===== src/rtl/periph_bus_ctrl.sv =====
// Peripheral-bus controller: wishbone master port to NSLV IOC-space slaves.
// Ports: m_* master side, s_* slave side, busy = not idle. clkcpu, rst_n async low.
module periph_bus_ctrl #(
  parameter int NSLV    = 4,
  parameter int DW      = 32,
  parameter int AW      = 14,
  parameter int WS_SLOW = 15,
  parameter int WS_MED  = 7,
  parameter int WS_FAST = 3,
  parameter int TIMEOUT = 255
) (
  input  logic              clkcpu,
  input  logic              rst_n,
  input  logic              m_cyc,
  input  logic              m_stb,
  input  logic              m_we,
  input  logic [AW-1:0]     m_adr,
  input  logic [DW-1:0]     m_dat_i,
  input  logic [1:0]        m_speed,
  input  logic [NSLV-1:0]   m_slv,
  output logic              m_ack,
  output logic              m_err,
  output logic [DW-1:0]     m_dat_o,
  output logic [NSLV-1:0]   s_cyc,
  output logic [NSLV-1:0]   s_stb,
  output logic              s_we,
  output logic [AW-1:0]     s_adr,
  output logic [DW-1:0]     s_dat_o,
  input  logic [NSLV-1:0]   s_ack,
  input  logic [NSLV*DW-1:0] s_dat_i,
  output logic              busy
);

  localparam int WM01 = (WS_SLOW > WS_MED) ? WS_SLOW : WS_MED;
  localparam int WMAX = (WM01 > WS_FAST) ? WM01 : WS_FAST;
  localparam int WCW  = (WMAX < 1) ? 1 : $clog2(WMAX + 1);
  localparam int TCW  = $clog2(TIMEOUT + 1);

  typedef enum logic [2:0] {
    S_IDLE,
    S_WAIT,
    S_ACCESS,
    S_DONE,
    S_ERR
  } state_t;

  state_t            r_state;
  state_t            w_nxt;
  logic [NSLV-1:0]   r_sel;
  logic              r_we;
  logic [AW-1:0]     r_adr;
  logic [DW-1:0]     r_dat;
  logic [WCW-1:0]    r_wait;
  logic [TCW-1:0]    r_to;
  logic [DW-1:0]     r_rdat;
  logic              r_ack;
  logic              r_err;

  logic              w_req;
  logic [NSLV-1:0]   w_hit;
  logic [WCW-1:0]    w_ws;
  logic              w_sack;
  logic              w_to;
  logic [DW-1:0]     w_lane;

  assign w_req  = m_cyc & m_stb;
  // Isolate the lowest set bit: slave 0 wins decode ties.
  assign w_hit  = m_slv & (~m_slv + NSLV'(1));
  assign w_sack = |(s_ack & r_sel);
  assign w_to   = (r_to == TCW'(TIMEOUT));

  always_comb begin
    w_ws = '0;
    unique case (m_speed)
      2'd0: w_ws = WCW'(WS_SLOW);
      2'd1: w_ws = WCW'(WS_MED);
      2'd2: w_ws = WCW'(WS_FAST);
      2'd3: w_ws = '0;
    endcase
  end

  // r_sel is one-hot, so OR-ing the selected lanes is a plain mux.
  always_comb begin
    w_lane = '0;
    for (int k = 0; k < NSLV; k++) begin
      if (r_sel[k]) w_lane = w_lane | s_dat_i[k*DW +: DW];
    end
  end

  always_ff @(posedge clkcpu or negedge rst_n) begin
    if (!rst_n) r_state <= S_IDLE;
    else        r_state <= w_nxt;
  end

  always_comb begin
    w_nxt = r_state;
    unique case (r_state)
      S_IDLE: begin
        if (w_req) begin
          if (m_slv == '0)     w_nxt = S_DONE;
          else if (w_ws != '0) w_nxt = S_WAIT;
          else                 w_nxt = S_ACCESS;
        end
      end
      S_WAIT: begin
        if (!m_cyc)                 w_nxt = S_IDLE;
        else if (r_wait <= WCW'(1)) w_nxt = S_ACCESS;
      end
      S_ACCESS: begin
        if (!m_cyc)      w_nxt = S_IDLE;
        else if (w_sack) w_nxt = S_DONE;
        else if (w_to)   w_nxt = S_ERR;
      end
      S_DONE:  w_nxt = S_IDLE;
      S_ERR:   w_nxt = S_IDLE;
      default: w_nxt = S_IDLE;
    endcase
  end

  always_comb begin
    s_cyc = '0;
    s_stb = '0;
    busy  = (r_state != S_IDLE);
    unique case (r_state)
      S_WAIT: s_cyc = r_sel;
      S_ACCESS: begin
        s_cyc = r_sel;
        s_stb = r_sel;
      end
      default: ;
    endcase
  end

  always_ff @(posedge clkcpu or negedge rst_n) begin
    if (!rst_n) begin
      r_sel  <= '0;
      r_we   <= 1'b0;
      r_adr  <= '0;
      r_dat  <= '0;
      r_wait <= '0;
      r_to   <= '0;
      r_rdat <= '0;
      r_ack  <= 1'b0;
      r_err  <= 1'b0;
    end else begin
      // Completion pulses trail DONE/ERR by one edge.
      r_ack <= (r_state == S_DONE);
      r_err <= (r_state == S_ERR);
      unique case (r_state)
        S_IDLE: begin
          if (w_req) begin
            r_we   <= m_we;
            r_adr  <= m_adr;
            r_dat  <= m_dat_i;
            r_sel  <= w_hit;
            r_wait <= w_ws;
            r_to   <= '0;
            if ((m_slv == '0) && !m_we) r_rdat <= '1;
          end
        end
        S_WAIT: begin
          if (r_wait != '0) r_wait <= r_wait - 1'b1;
        end
        S_ACCESS: begin
          if (m_cyc) begin
            if (w_sack) begin
              if (!r_we) r_rdat <= w_lane;
            end else if (!w_to) begin
              r_to <= r_to + 1'b1;
            end
          end
        end
        default: ;
      endcase
    end
  end

  assign m_ack   = r_ack;
  assign m_err   = r_err;
  assign m_dat_o = r_rdat;
  assign s_we    = r_we;
  assign s_adr   = r_adr;
  assign s_dat_o = r_dat;

endmodule


===== config.mk =====
export PLATFORM = sky130hd
export DESIGN_NAME = periph_bus_ctrl
export DESIGN_NICKNAME = d
export VERILOG_FILES = /design/src/rtl/periph_bus_ctrl.sv
export SDC_FILE = /design/constraint.sdc
export NUM_CORES = 1
export LEC_CHECK = 0
export ABC_AREA = 1
export ABC_CLOCK_PERIOD_IN_PS = 1520
export BUFFER_PORTS_ARGS = -buffer_cell sky130_fd_sc_hd__buf_2
export CAP_MARGIN = 10
export CORE_AREA = 4 4 138 140
export CTS_CLUSTER_SIZE = 8
export DETAILED_ROUTE_END_ITERATION = 10
export DIE_AREA = 0 0 142 144
export MAX_ROUTING_LAYER = met4
export PLACE_DENSITY = 0.67
export SLEW_MARGIN = 30
export SYNTH_ARGS = -nofsm -noshare
export SYNTH_HDL_FRONTEND = slang
export SYNTH_SLANG_ARGS = --single-unit

===== constraint.sdc =====
create_clock -name clkcpu -period 1.52 [get_ports clkcpu]
set_clock_uncertainty 0.2 [all_clocks]
set_input_delay 0.152 -clock clkcpu [delete_from_list [all_inputs] [get_ports clkcpu]]
set_output_delay 0.152 -clock clkcpu [all_outputs]
set_load 0.01 [all_outputs]

; After elaboration in Yosys (flattened, before gate mapping)
; Index checks and enable logic that the tools add are counted.
[classes]
addsub = 3
mul = 0
div = 0
n_lt_le_gt_ge = 1
n_eq_ne = 18
shift = 0
muxes = 30
n_bitwise = 7
reduce_logical = 17
[op_table]
columns = op, count
row1 = 32-bit 2-to-1 mux, 9
row2 = 32-bit OR, 3
row3 = 32-bit one-hot mux with 2 select lines, 1
row4 = 8-bit 2-to-1 mux, 4
row5 = 3-bit 2-to-1 mux, 6
row6 = 4-bit 2-to-1 mux, 4
row7 = 2-bit inequality test (second input constant), 8
row8 = 4-bit one-hot mux with 4 select lines, 1
row9 = 8-bit one-hot mux with 2 select lines, 1
row10 = 3-bit one-hot mux with 3 select lines, 1
row11 = 8-bit by 1-bit adder with 8-bit output (second input constant), 1
row12 = 4-bit AND, 2
row13 = 8-bit == test (second input constant), 1
row14 = 4-bit one-hot mux with 2 select lines, 1
row15 = 4-bit nonzero test, 2
row16 = 3-bit by 2-bit == test with 1-bit output (second input constant), 2
row17 = 3-bit AND reduction, 2
row18 = 6-bit AND reduction, 1
row19 = 5-bit AND reduction, 1
row20 = 4-bit by 1-bit adder with 4-bit output (second input constant), 1
row21 = 2-bit == test (second input constant), 2
row22 = 4-bit by 1-bit <= comparator with 1-bit output (second input constant), 1
row23 = 4-bit logical NOT, 1
row24 = 2-bit 2-to-1 mux, 2
row25 = 17 further kinds, 18
[totals]
regBits = 100
latchBits = 0
ramBits = 0
romBits = 0
inputBits = 189
word_cells = 86
mem_count = 0

; Depth between registers and ports, before layout
[depth]
depth_word = 11
depth_mapped = 10
mapped_depth_nobuf = 9

; Worst setup path before layout
; OpenSTA, ideal clock, no wires.
[synth_path]
path_kind = register -> register
startpoint = register r_state[1]
endpoint = register r_rdat[10] (netlist: m_dat_o[10])
arrival_ps = 1260
required_ps = 1203
path_slack_ps = -57
stages_incl_launch_ff = 10
synth_period_minus_slack_ps = 1577
path_cell_list = dfrtp_1 nor2_4 nand3_4 nand2_1 nand2_1 inv_2 nand2_4 buf_6 nand2_1 nand2_1
[synth_between]
elab_chain_cells = 3
word_cells_on_any_way = 10
cone_classes = 6 x eq/ne / 1 x mux / 3 x reduce/logical
[synth_lines]
columns = element, line
row1 = start: declaration, 47  ; state_t r_state;
row2 = start signal: assignment, 92  ; else r_state <= w_nxt;
row3 = 3-bit by 2-bit == test with 1-bit output / 3-bit logical NOT (equally long branches), 149  ; unique case (r_state)
row4 = 2-bit inequality test (no source line) / 2-bit nonzero test (equally long branches), --
row5 = 6-bit AND reduction (no source line), --
row6 = end signal: assignment, 167  ; if (!r_we) r_rdat <= w_lane;
row7 = end: declaration, 55  ; logic [DW-1:0] r_rdat;
; Several ways; a longest one is shown, not always the timed one.
; A chain may end at the register's enable or synchronous reset.

; Worst setup path in the final report
[layout_path]
startpoint = register r_state[1]
endpoint = output s_cyc[1]
[layout_between]
elab_chain_cells = 3
word_cells_on_any_way = 4
cone_classes = 2 x eq/ne / 1 x mux / 1 x reduce/logical
[layout_lines]
columns = element, line
row1 = 3-bit by 2-bit == test with 1-bit output / 3-bit by 1-bit == test with 1-bit output (equally long branches), 124  ; unique case (r_state)
row2 = 2-bit OR reduction (no source line) *, --
row3 = 4-bit 2-to-1 mux *, 124
row4 = end: declaration, 24  ; output logic [NSLV-1:0] s_cyc,
; Mark *: on every way between the ends. The rest lies on a longest branch, timed or not.

==> metrics.md <==
| Metric | Value |
|---|---|
| RSZ-0062 raised after global routing | `true` |
| Hold path depth | `7` |
| Syn-to-layout area delta | `86.8%` |
| Pins Over Slew Limit | `0` |
| Vias/cell | `between 4 and 5` |
| Hold worst-path end | `m_dat_o[3]` |
| Fin crit period | `1.79 ns` |
| Largest net degree at the start of global routing | `55` |
| Fillers | `1,523` |
| Setup-failing EPs final | `107` |
| Max IR drop VDD | `0.00103 V` |
| Worst flop-to-flop path startpoint | `r_state[0]` |
| Worst R2R Path Depth | `10` |
| Total number of vias | `6,826` |
| Cell count after synthesis | `roughly 750` |
| Kind of critical path | `flip-flop to output pin` |
| Starting density of the core | `29.7%` |
| Slowest-stage cell, CP | `dfrtp_2` |
| Hold crit path type | `input pin to flip-flop` |
| CTS max path bufs | `2` |
| Cell Rows | `49` |
| Worst-Margin Slew | `0.390 ns` |
| Top cells by area, synth | `dfrtp_1, nand2_1, nand3_1` |
| Gr usage total | `a little over a fifth` |
| Final Wtd Congestion | `0.853` |
| Ports | `279` |
| P_sw | `0.00742 W` |
| Int Pwr | `roughly 0.0094 W` |
| Seq/Total Area, Yosys | `approximately 47%` |
| Die Ht | `144 um` |
| PnR Total Power | `between 0.015 and 0.02 W` |
| Final period utilization | `118%` |
| Root buffer cell | `clkbuf_16` |
| Core Region | `around 18,000 um2` |
| Final Hold Vio Count | `0` |
| Placed cell area | `7290 um2` |
| Fmax | `~560 MHz` |
| # H-tree levels | `3` |
| Clk slew on worst S/H paths | `~0.080 ns` |
| Initial DRT Pass Iterations | `4` |
| Status | `finished with violations` |
| Number of clock sinks | `100` |
| Drt drc | `0` |
| Sw Ratio | `approximately 44%` |
| Post-Syn Nets | `about 950` |
| R2R Setup Slk | `-0.24 ns` |
| Syn Std Cell Area | `5300 um2` |
| Max_slew headroom | `74.0%` |
| Post-placement setup slack | `-0.110 ns` |
| Leakage | `a little over 5 nW` |
| Final ANT Viol Nets | `0` |
| Required time of the critical path | `1.17 ns` |
| CP peak stage delay | `0.44 ns` |
| Sequential share of power | `29.3%` |
| Fin Hold WS | `0.0192 ns` |
| Crit path DAT | `between 1 and 1.5 ns` |
| Routed len/inst | `between 15 and 20 um` |
| Gate power share | `a little under three fifths` |
| Final Cell Area | `9900 um2` |
| Synth Register Bits | `100` |
| Area leader, netlist | `dfrtp_1` |
| HPWL after detailed placement | `13,800 um` |
| Critical path, cell by cell | `inv_1 > nand3_4 > nand2_4 > inv_8 > nor2_4 > buf_6` |
| Vias in the first global route | `approximately 7,000` |
| Final std cells w/o fill | `1,430` |
| Clock group share of total power | `13.7%` |
| Crit. End Element | `output pin` |
| Die X | `142 um` |
| Layout cell share with drive strength beyond 1 | `42.5%` |
| IO buf count | `278` |
| Initial antenna violation count | `1` |
| Warning count from the yosys run | `0` |
| Synth Area per Inst | `7.05 um2` |
| Maxcap violations | `0` |
| HP Start | `s_dat_i[3]` |
| Reg-to-Reg End | `m_dat_o[21]` |
| Full die area | `20,400 um2` |
| Initial DRC count | `253` |
| CP max FO | `4` |
| Number of CTS-inserted buffers | `9` |
| Type of origin of the critical path | `flip-flop` |
| Post-synthesis cell type count | `30` |
| Share of the synthesized area in the top cell type | `47.2%` |
| Skew-Pair Late Insertion Delay | `0.35 ns` |
| CTS tree | `yes` |
| Failing checks | `negative setup slack` |
| Placed Cells | `~1,300` |
| Nets@finish | `1,388` |
| P per Cell Area | `between 1500 and 2000 nW/um2` |
| Setup WS post-layout | `-0.272 ns` |
| First-pass GRT wire length | `33,700 um` |
| Final WL | `22,600 um` |
| GRT overflow | `0` |
==> how the worst max path moves through the flow <==
stage                    start           to  slack, ns  cells past startpoint
floorplan           r_state[0]  m_dat_o[10]      -0.03                      9
global placement    r_state[2]  m_dat_o[24]      -0.06                      9
detailed placement  r_state[2]  m_dat_o[23]      -0.11                      9
CTS                 r_state[2]     s_cyc[2]      -0.26                      7
global route        r_state[1]     s_cyc[1]      -0.33                      6
finish              r_state[1]     s_cyc[1]      -0.27                      6
==> placed cells by master, fill, tap and decap left out, drive strengths merged <==
master / instances
nand2: 399
buf: 352
dlygate4sd3: 117
dfrtp: 100
nand3: 89
a21oi: 34
inv: 33
nor2: 32
o21ai: 13
clkbuf: 11
nor3: 4
ha: 4
clkinv: 4
o21bai: 2
nand4: 2
diode: 1
and3: 1
o22ai: 1
or2: 1
xor2: 1
==> layer usage <==
| layer | GRT usage [%] | vias to the layer above | part of all wire [%] |
|---|---|---|---|
| met3 | 5.22 | 59 | 7.2 |
| met1 | 22.8 | 3195 | 38 |
| met2 | 36.4 | 306 | 51 |
| met5 | - | - | 0 |
| met4 | 10.2 | 0 | 3.4 |
| li1 | - | 3266 | - |
==> worst max-delay path, delay by kind of cell, from the launching register on <==
family | cells | cell delay (ns)
DFF | 1 | 0.44
and+or+nand+nor | 3 | 0.34
buffers and inverters | 3 | 0.30
==> per-stage QoR <==
step,TNS (ns),utilization [%]
3_3_place_gp,-2.25,40.9
2_1_floorplan,-0.915,-
3_5_place_dp,-4.82,40.9
4_1_cts,-17.18,53.0
6_report,-18.14,55.5
5_1_grt,-23.42,55.5
==> Yosys cell counts (all sizes together) <==
library cell / number
nand2: 399
dfrtp: 100
nand3: 89
a21oi: 34
nor2: 32
inv: 30
buf: 23
clkbuf: 16
o21ai: 13
ha: 4
nor3: 4
nand4: 2
o21bai: 2
and3: 1
o22ai: 1
or2: 1
xor2: 1
==> sequential cells by signal, summed over array words and instances, names as in the netlist <==
register,flops
r_to,8
r_wait,4
s_adr,14
s_dat_o,32
r_state,3
m_dat_o,32
r_sel,4
m_ack,1
s_we,1
m_err,1
==> repair_timing <==
item / 4_1_cts / 5_1_grt
cloned: 8 / 3
setup endpoints to repair: 101 / 107
resized for setup: 122 / 113
setup buffers: 14 / 4
pin swaps: 55 / 24
hold endpoints to repair: 185 / 0
hold buffers: 117 / 0
==> logic make-up after synthesis <==
family | Yosys count | share of synthesized area [%]
AOI/OAI and AO/OA | 50 | 5.12
adders and majority gates | 4 | 0.944
and+or+nand+nor | 528 | 40.7
buffers and inverters | 69 | 5.90
xor gates and xnor gates | 1 | 0.165
DFF | 100 | 47.2
==> cell type report <==
type	instances	area [um2]	share of cell area, %
repair buffers	471	3610	36.5
multi-input cells	583	3060	30.9
flip-flops and latches	100	2500	25.3
well taps	229	287	2.89
clock buffers	9	225	2.27
inverters	30	145	1.47
clock inverters	7	66.3	0.670
diodes	1	2.50	0.0253
==> power groups by stage <==
| stage | Sequential, W | Combinational, W | Clock [W] |
|---|---|---|---|
| 2_1_floorplan | 0.00510 | 0.00351 | 0 |
| 3_3_place_gp | 0.00469 | 0.00705 | 0 |
| 3_5_place_dp | 0.00465 | 0.00720 | 0 |
| 4_1_cts | 0.00476 | 0.00858 | 0.00239 |
| 5_1_grt | 0.00506 | 0.0104 | 0.00249 |
| 6_report | 0.00493 | 0.00958 | 0.00231 |
(Power assumes the default switching activity.)
